===== config.mk =====
export PLATFORM = sky130hd
export DESIGN_NAME = c2s_responder
export DESIGN_NICKNAME = d
export VERILOG_FILES = /design/src/rtl/c2s_pkg.sv /design/src/rtl/c2s_bus_master.sv /design/src/rtl/c2s_responder.sv
export SDC_FILE = /design/constraint.sdc
export NUM_CORES = 1
export LEC_CHECK = 0
export CAP_MARGIN = 20
export CORE_MARGIN = 3
export CORE_UTILIZATION = 40
export DETAILED_ROUTE_END_ITERATION = 7
export PLACE_DENSITY = 0.62
export SLEW_MARGIN = 0
export SYNTH_ARGS = -nofsm -noshare
export SYNTH_HDL_FRONTEND = slang
export SYNTH_SLANG_ARGS = --single-unit
export TNS_END_PERCENT = 20

===== constraint.sdc =====
create_clock -name clk -period 2.45 [get_ports clk]
set_input_delay 0.3675 -clock clk [delete_from_list [all_inputs] [get_ports clk]]
set_output_delay 0.3675 -clock clk [all_outputs]
set_load 0.01 [all_outputs]

===== src/rtl/c2s_pkg.sv =====
// Shared definitions for the C-to-sim request/response endpoint.
package c2s_pkg;

    localparam int unsigned DATA_SIZE_DEF = 4;

    // Function codes carried in request beat 1
    typedef enum logic [31:0] {
        FN_SETUP     = 32'd0,
        FN_CALL      = 32'd1,
        FN_CHECK_END = 32'd2
    } fn_e;

    // Return codes, two's complement
    localparam logic signed [31:0] RET_OK      = 32'sd0;
    localparam logic signed [31:0] RET_BADID   = -32'sd1;
    localparam logic signed [31:0] RET_NOSETUP = -32'sd2;
    localparam logic signed [31:0] RET_BADFN   = -32'sd3;
    localparam logic signed [31:0] RET_TIMEOUT = -32'sd4;

    typedef enum logic [2:0] {
        RX_ID,
        RX_FN,
        RX_DATA,
        EXEC,
        BUS_WAIT,
        TX_ID,
        TX_RET,
        TX_DATA
    } state_e;

endpackage


===== src/rtl/c2s_bus_master.sv =====
// Single-access register bus master with a bounded wait.
// start latches the access; done/timeout are same-cycle indications while waiting.
module c2s_bus_master #(
    parameter int unsigned TIMEOUT = 1024
) (
    input  logic        clk,
    input  logic        rst,
    input  logic        start,
    input  logic        we,
    input  logic [31:0] addr,
    input  logic [31:0] wdata,
    output logic        bus_valid,
    input  logic        bus_ready,
    output logic        bus_we,
    output logic [31:0] bus_addr,
    output logic [31:0] bus_wdata,
    output logic        done,
    output logic        timeout
);

    localparam int unsigned CntW = (TIMEOUT > 1) ? $clog2(TIMEOUT) : 1;
    localparam logic [CntW-1:0] CntLast = CntW'(TIMEOUT - 1);

    logic [CntW-1:0] wait_cnt;

    // Completion takes priority over an expiring wait in the same cycle
    assign done    = bus_valid && bus_ready;
    assign timeout = bus_valid && !bus_ready && (wait_cnt == CntLast);

    // Access request register and wait counter
    always_ff @(posedge clk) begin
        if (rst) begin
            bus_valid <= 1'b0;
            bus_we    <= 1'b0;
            bus_addr  <= '0;
            bus_wdata <= '0;
            wait_cnt  <= '0;
        end else if (start) begin
            bus_valid <= 1'b1;
            bus_we    <= we;
            bus_addr  <= addr;
            bus_wdata <= wdata;
            wait_cnt  <= '0;
        end else if (bus_valid) begin
            if (done || timeout) begin
                bus_valid <= 1'b0;
            end else begin
                wait_cnt <= wait_cnt + CntW'(1);
            end
        end
    end

endmodule


===== src/rtl/c2s_responder.sv =====
// Executes word-serial request packets from the C side and returns responses.
// Only bus CALLs leave EXEC for BUS_WAIT; everything else answers directly.
module c2s_responder
    import c2s_pkg::*;
#(
    parameter int unsigned DATA_SIZE = DATA_SIZE_DEF,
    parameter int unsigned NUM_ID    = 8,
    parameter int unsigned TIMEOUT   = 1024
) (
    input  logic        clk,
    input  logic        rst,
    input  logic        req_valid,
    output logic        req_ready,
    input  logic [31:0] req_data,
    output logic        rsp_valid,
    input  logic        rsp_ready,
    output logic [31:0] rsp_data,
    output logic        bus_valid,
    input  logic        bus_ready,
    output logic        bus_we,
    output logic [31:0] bus_addr,
    output logic [31:0] bus_wdata,
    input  logic [31:0] bus_rdata,
    input  logic        end_req,
    output logic        busy
);

    localparam int unsigned CntW = $clog2(DATA_SIZE);
    localparam int unsigned IdW  = (NUM_ID > 1) ? $clog2(NUM_ID) : 1;
    localparam logic [CntW-1:0] LastWord = CntW'(DATA_SIZE - 1);

    state_e          state;
    logic [31:0]     id;
    logic [31:0]     fn;
    logic [CntW-1:0] word_cnt;
    logic [31:0]     ret;
    logic [31:0]     rd_word;
    logic [NUM_ID-1:0] setup;
    logic [31:0]     call_addr;
    logic [31:0]     call_wdata;
    logic            call_we;

    logic            id_ok;
    logic [IdW-1:0]  id_idx;
    logic            call_ok;
    logic            bus_done;
    logic            bus_timeout;

    assign id_ok   = (id < 32'(NUM_ID));
    assign id_idx  = id[IdW-1:0];
    assign call_ok = (state == EXEC) && (fn == FN_CALL) && id_ok && setup[id_idx];

    assign req_ready = (state == RX_ID) || (state == RX_FN) || (state == RX_DATA);
    assign busy      = (state != RX_ID);

    c2s_bus_master #(
        .TIMEOUT (TIMEOUT)
    ) u_bus_master (
        .clk       (clk),
        .rst       (rst),
        .start     (call_ok),
        .we        (call_we),
        .addr      (call_addr),
        .wdata     (call_wdata),
        .bus_valid (bus_valid),
        .bus_ready (bus_ready),
        .bus_we    (bus_we),
        .bus_addr  (bus_addr),
        .bus_wdata (bus_wdata),
        .done      (bus_done),
        .timeout   (bus_timeout)
    );

    // Packet FSM: receive, execute, optionally wait on the bus, transmit
    always_ff @(posedge clk) begin
        if (rst) begin
            state      <= RX_ID;
            id         <= '0;
            fn         <= '0;
            word_cnt   <= '0;
            ret        <= '0;
            rd_word    <= '0;
            setup      <= '0;
            call_addr  <= '0;
            call_wdata <= '0;
            call_we    <= 1'b0;
            rsp_valid  <= 1'b0;
            rsp_data   <= '0;
        end else begin
            unique case (state)
                RX_ID: begin
                    if (req_valid) begin
                        id    <= req_data;
                        state <= RX_FN;
                    end
                end
                RX_FN: begin
                    if (req_valid) begin
                        fn       <= req_data;
                        word_cnt <= '0;
                        state    <= RX_DATA;
                    end
                end
                RX_DATA: begin
                    if (req_valid) begin
                        // Only the first three words carry meaning; the rest are drained
                        if (word_cnt == CntW'(0)) call_addr  <= req_data;
                        if (word_cnt == CntW'(1)) call_wdata <= req_data;
                        if (word_cnt == CntW'(2)) call_we    <= req_data[0];
                        if (word_cnt == LastWord) begin
                            state <= EXEC;
                        end else begin
                            word_cnt <= word_cnt + CntW'(1);
                        end
                    end
                end
                EXEC: begin
                    rd_word <= '0;
                    case (fn)
                        FN_SETUP: begin
                            if (id_ok) begin
                                setup[id_idx] <= 1'b1;
                                ret           <= RET_OK;
                            end else begin
                                ret <= RET_BADID;
                            end
                        end
                        FN_CALL: begin
                            if (!call_ok) ret <= RET_NOSETUP;
                        end
                        FN_CHECK_END: ret <= end_req ? 32'd1 : RET_OK;
                        default:      ret <= RET_BADFN;
                    endcase
                    if (call_ok) begin
                        state <= BUS_WAIT;
                    end else begin
                        state     <= TX_ID;
                        rsp_valid <= 1'b1;
                        rsp_data  <= id;
                    end
                end
                BUS_WAIT: begin
                    if (bus_done) begin
                        ret <= RET_OK;
                        if (!call_we) rd_word <= bus_rdata;
                        state     <= TX_ID;
                        rsp_valid <= 1'b1;
                        rsp_data  <= id;
                    end else if (bus_timeout) begin
                        ret       <= RET_TIMEOUT;
                        rd_word   <= '0;
                        state     <= TX_ID;
                        rsp_valid <= 1'b1;
                        rsp_data  <= id;
                    end
                end
                TX_ID: begin
                    if (rsp_ready) begin
                        rsp_data <= ret;
                        state    <= TX_RET;
                    end
                end
                TX_RET: begin
                    if (rsp_ready) begin
                        rsp_data <= rd_word;
                        word_cnt <= '0;
                        state    <= TX_DATA;
                    end
                end
                TX_DATA: begin
                    if (rsp_ready) begin
                        rsp_data <= '0;
                        if (word_cnt == LastWord) begin
                            rsp_valid <= 1'b0;
                            state     <= RX_ID;
                        end else begin
                            word_cnt <= word_cnt + CntW'(1);
                        end
                    end
                end
                default: state <= RX_ID;
            endcase
        end
    end

endmodule


==> results.sh <==
export IMPL_endpoint_kind="flip-flop"
export IMPL_grt_use_total_pct=20.5
export IMPL_drive_above_1_share_pct=6.93
export IMPL_netlist_area_leader_share_pct=51.5
export IMPL_globalRouteOverflowTotal=0
export IMPL_detail_route_wl_per_cell_um=16.7
export IMPL_worstSetupStartpointType="flip-flop"
export IMPL_clock_power_share_pct=46.0
export IMPL_switching_power_w=0.00247
export IMPL_synth_cell_types=49
export IMPL_synth_seq_area_share_pct=51.5
export IMPL_synth_area_in_xor_xnor_pct=0.867
export IMPL_initial_utilization_pct=41.0
export IMPL_finalHoldViolations=0
export IMPL_first_global_vias=9506
export IMPL_synth_simple_gate_area_share_pct=24.8
export IMPL_route_detailed_drc=0
export IMPL_post_synth_fa_ha_maj_area_fraction_pct=0.563
export IMPL_clock_root_buffer="sky130_fd_sc_hd__clkbuf_16"
export IMPL_timing_final_max_slew_violations=0
export IMPL_report_power_total_w=0.0106
export IMPL_htree_levels=1
export IMPL_synth_async_sr_flop_share_pct=0
export IMPL_power_density_nw_per_um2=735
export IMPL_design_final_nets=1641
export IMPL_drtIter0Drc=774
export IMPL_max_slew_margin_pct=42.1
export IMPL_cp_required_ns=2.93
export IMPL_run_status="completed"
export IMPL_cts_sinks=286
export IMPL_yosys_top_cell_by_area="sky130_fd_sc_hd__dfxtp_1"
export IMPL_grt_setup_unrepaired="no"
export IMPL_drt_pass1_iter_count=5
export IMPL_synthToLayoutAreaGrowth_pct=29.7
export IMPL_multi_input_gate_area_um2=4900
export IMPL_chipWidth_um=173
export IMPL_synth_seq_cells=286
export IMPL_synth_most_common_cell="sky130_fd_sc_hd__nand2_1"
export IMPL_vias=10200
export IMPL_port_buffer_count=170
export IMPL_sw_frac_of_total_pct=23.3
export IMPL_die_area_um2=29800
export IMPL_n_fill_cell=2545
export IMPL_worst_skew_pair_late_latency_ns=0.57
export IMPL_postSynth_topFlopCell="sky130_fd_sc_hd__dfxtp_1"
export IMPL_clock_tree_buffer_depth=3
export IMPL_synthTopCellsByCount="sky130_fd_sc_hd__nand2_1, sky130_fd_sc_hd__a21oi_1, sky130_fd_sc_hd__dfxtp_1"
export IMPL_post_drt_via_cell_ratio=5.18
export IMPL_fin_crit_ns=2.38
export IMPL_postSynthNetCount=1511
export IMPL_path_clk_slew_ns=0.06
export IMPL_netlist_instances=1436
export IMPL_holdCritPathClass="input pin to flip-flop"
export IMPL_sequential_cell_area_um2=5730
export IMPL_worstMarginPinSlew_ns=0.862
export IMPL_ctsHoldBuffers=0
export IMPL_gp_congestion=0.780
export IMPL_synthTopCellsByArea="sky130_fd_sc_hd__dfxtp_1, sky130_fd_sc_hd__nand2_1, sky130_fd_sc_hd__a21oi_1"
export IMPL_p_seq_share_pct=45.8
export IMPL_cts_tree="built"
export IMPL_finClkSkew_ns=0.0236
export IMPL_cts_made_buffers=30
export IMPL_detailedPlacementHpwl_um=21200
export IMPL_timing_final_crit_share_pct=97.2
export IMPL_synth_area_mux_share_pct=0.462
export IMPL_main_combinational_cell_family_by_area_after_synthesis="simple AND/OR/NAND/NOR gates"
export IMPL_die_h_um=173
export IMPL_cp_max_fo=28
export IMPL_finalSetupTns_ns=0
export IMPL_core_region_area_um2=27100
export IMPL_drv_cap=0
export IMPL_grt_max_degree=68
export IMPL_drt_total_wl_um=32700
export IMPL_floorplan_rows=60
export IMPL_compound_cell_area_share_of_the_yosys_netlist_pct=16.8
export IMPL_power_report_internal_total_w=0.00812
export IMPL_ant_nets=0
export IMPL_worst_r2r_path_depth=7
export IMPL_setup_viol_count_final=0
export IMPL_postSynthAreaPerCell_um2=7.73
export IMPL_power_share_of_the_combinational_group_pct=8.2
export IMPL_synthesis_warnings=0
export IMPL_total_inserted_antenna_cells=0
export IMPL_grt_antenna_before_repair=0
export IMPL_syn_cell_area_um2=11100
export IMPL_max_freq_ghz=0.420
export IMPL_postLayoutSetupSlackWorst_ns=0.0680
export IMPL_io_pins=171
export IMPL_crit_arrival_ns=2.87
export IMPL_wire_length_of_the_first_global_routing_pass_um=51100
export IMPL_vdd_drop_max_mv=0.426
export IMPL_timing_setup_critical_path_class="flip-flop to flip-flop"
export IMPL_power_leakage_nw=4.83
export IMPL_min_delay_path_depth=2
export IMPL_place_worst_setup_slack_ns=-0.0242
export IMPL_number_of_flops_mapped_to_enable_cells_by_yosys=0
-- power by group through the flow --
stage	combinational, W	clock (W)	sequential [W]
detailed placement	0.000853	0	0.00495
global placement	0.000844	0	0.00495
finish	0.000864	0.00487	0.00485
global route	0.000954	0.00516	0.00486
floorplan	0.000489	0	0.00492
CTS	0.000856	0.00496	0.00485
-- logic make-up after synthesis --
logic type / Yosys count
compound gates: 357
xor+xnor: 11
fa+ha+maj: 5
buf+inv: 127
flops: 286
mux: 5
simple gates: 645
-- repair_timing --
| action | 4_1_cts | 5_1_grt |
|---|---|---|
| buffers inserted | 0 | 2 |
| gates resized for setup | 0 | 8 |
| setup endpoints to repair | 0 | 55 |
-- metrics by stage --
stage          instance area [µm²]  cells  util, %  hold slack [ns]
6_report                     14400   1959     53.1            0.308
5_1_grt                      14400   1959     53.1            0.348
4_1_cts                      14300   1955     52.9            0.293
3_5_place_dp                 13300   1902     49.0            0.444
3_3_place_gp                 13300   1902     49.0            0.439
2_1_floorplan                11100   1436        -            0.429
-- final timing paths --
kind                                    startpoint                                      end  slack [ns]
max          u_bus_master.wait_cnt[0]$_SDFFE_PP0P_                rsp_data[24]$_SDFFE_PP0P_        0.07
min                                            rst        u_bus_master.bus_valid$_SDFF_PP0_        0.31
max reg2reg  u_bus_master.wait_cnt[0]$_SDFFE_PP0P_                rsp_data[24]$_SDFFE_PP0P_        0.07
min reg2reg            call_wdata[27]$_SDFFE_PP0P_  u_bus_master.bus_wdata[27]$_SDFFE_PP0P_        0.45
-- layout by cell type, fill, tap and decap left out, types with 3 or more instances in the layout --
cell type	count
sky130_fd_sc_hd__nor3_1	10
sky130_fd_sc_hd__buf_4	26
sky130_fd_sc_hd__nand2b_1	5
sky130_fd_sc_hd__mux2i_1	4
sky130_fd_sc_hd__xnor2_1	5
sky130_fd_sc_hd__or4_1	30
sky130_fd_sc_hd__a211oi_1	4
sky130_fd_sc_hd__clkbuf_16	30
sky130_fd_sc_hd__or3_4	3
sky130_fd_sc_hd__and3_1	6
sky130_fd_sc_hd__clkbuf_8	5
sky130_fd_sc_hd__nand2_1	436
sky130_fd_sc_hd__bufinv_16	6
sky130_fd_sc_hd__ha_1	4
sky130_fd_sc_hd__or2_2	3
sky130_fd_sc_hd__clkdlybuf4s50_1	169
sky130_fd_sc_hd__nor2_1	74
sky130_fd_sc_hd__and2_1	4
sky130_fd_sc_hd__xor2_1	6
sky130_fd_sc_hd__nor2b_1	5
sky130_fd_sc_hd__a2111oi_0	3
sky130_fd_sc_hd__nor4_1	14
sky130_fd_sc_hd__clkbuf_1	7
sky130_fd_sc_hd__clkinv_2	5
sky130_fd_sc_hd__nor2_2	3
sky130_fd_sc_hd__nand4_1	5
sky130_fd_sc_hd__buf_12	15
sky130_fd_sc_hd__a21oi_1	298
sky130_fd_sc_hd__inv_1	12
sky130_fd_sc_hd__nand3_1	38
sky130_fd_sc_hd__o21ai_0	32
sky130_fd_sc_hd__a31oi_1	6
sky130_fd_sc_hd__dfxtp_1	284
-- state kept, by name (all words and copies together) (netlist names), 32 cells and up --
register,count
u_bus_master.bus_wdata,32
u_bus_master.bus_addr,32
fn,32
rsp_data,32
rd_word,32
call_wdata,32
id,32
call_addr,32
-- worst max-delay path: stages (launching register included) --
cell and delay, ns:
sky130_fd_sc_hd__dfxtp_1 0.37, sky130_fd_sc_hd__ha_2 0.20, sky130_fd_sc_hd__and3_1 0.18, sky130_fd_sc_hd__a31oi_1 0.10, sky130_fd_sc_hd__o21a_4 0.24, sky130_fd_sc_hd__or3_4 0.54
sky130_fd_sc_hd__or4_1 0.55, sky130_fd_sc_hd__a21oi_1 0.13
-- layout make-up --
class                           count  area share [%]
Clock buffer                       41            5.78
Clock inverter                     12            1.63
Inverter                           12           0.313
Multi-Input combinational cell   1025            34.0
Sequential cell                   286            39.8
Tap cell                          372            3.23
Timing Repair Buffer              211            15.3
-- metal layers --
layer	global-route usage [%]	part of all wire [%]	up-vias
met5	0	0	-
met4	4.36	1.5	0
li1	-	-	5081
met1	28.5	46	4779
met2	33.9	47	251
met3	3.45	5.4	42
Power figures use the tool's default switching activity.
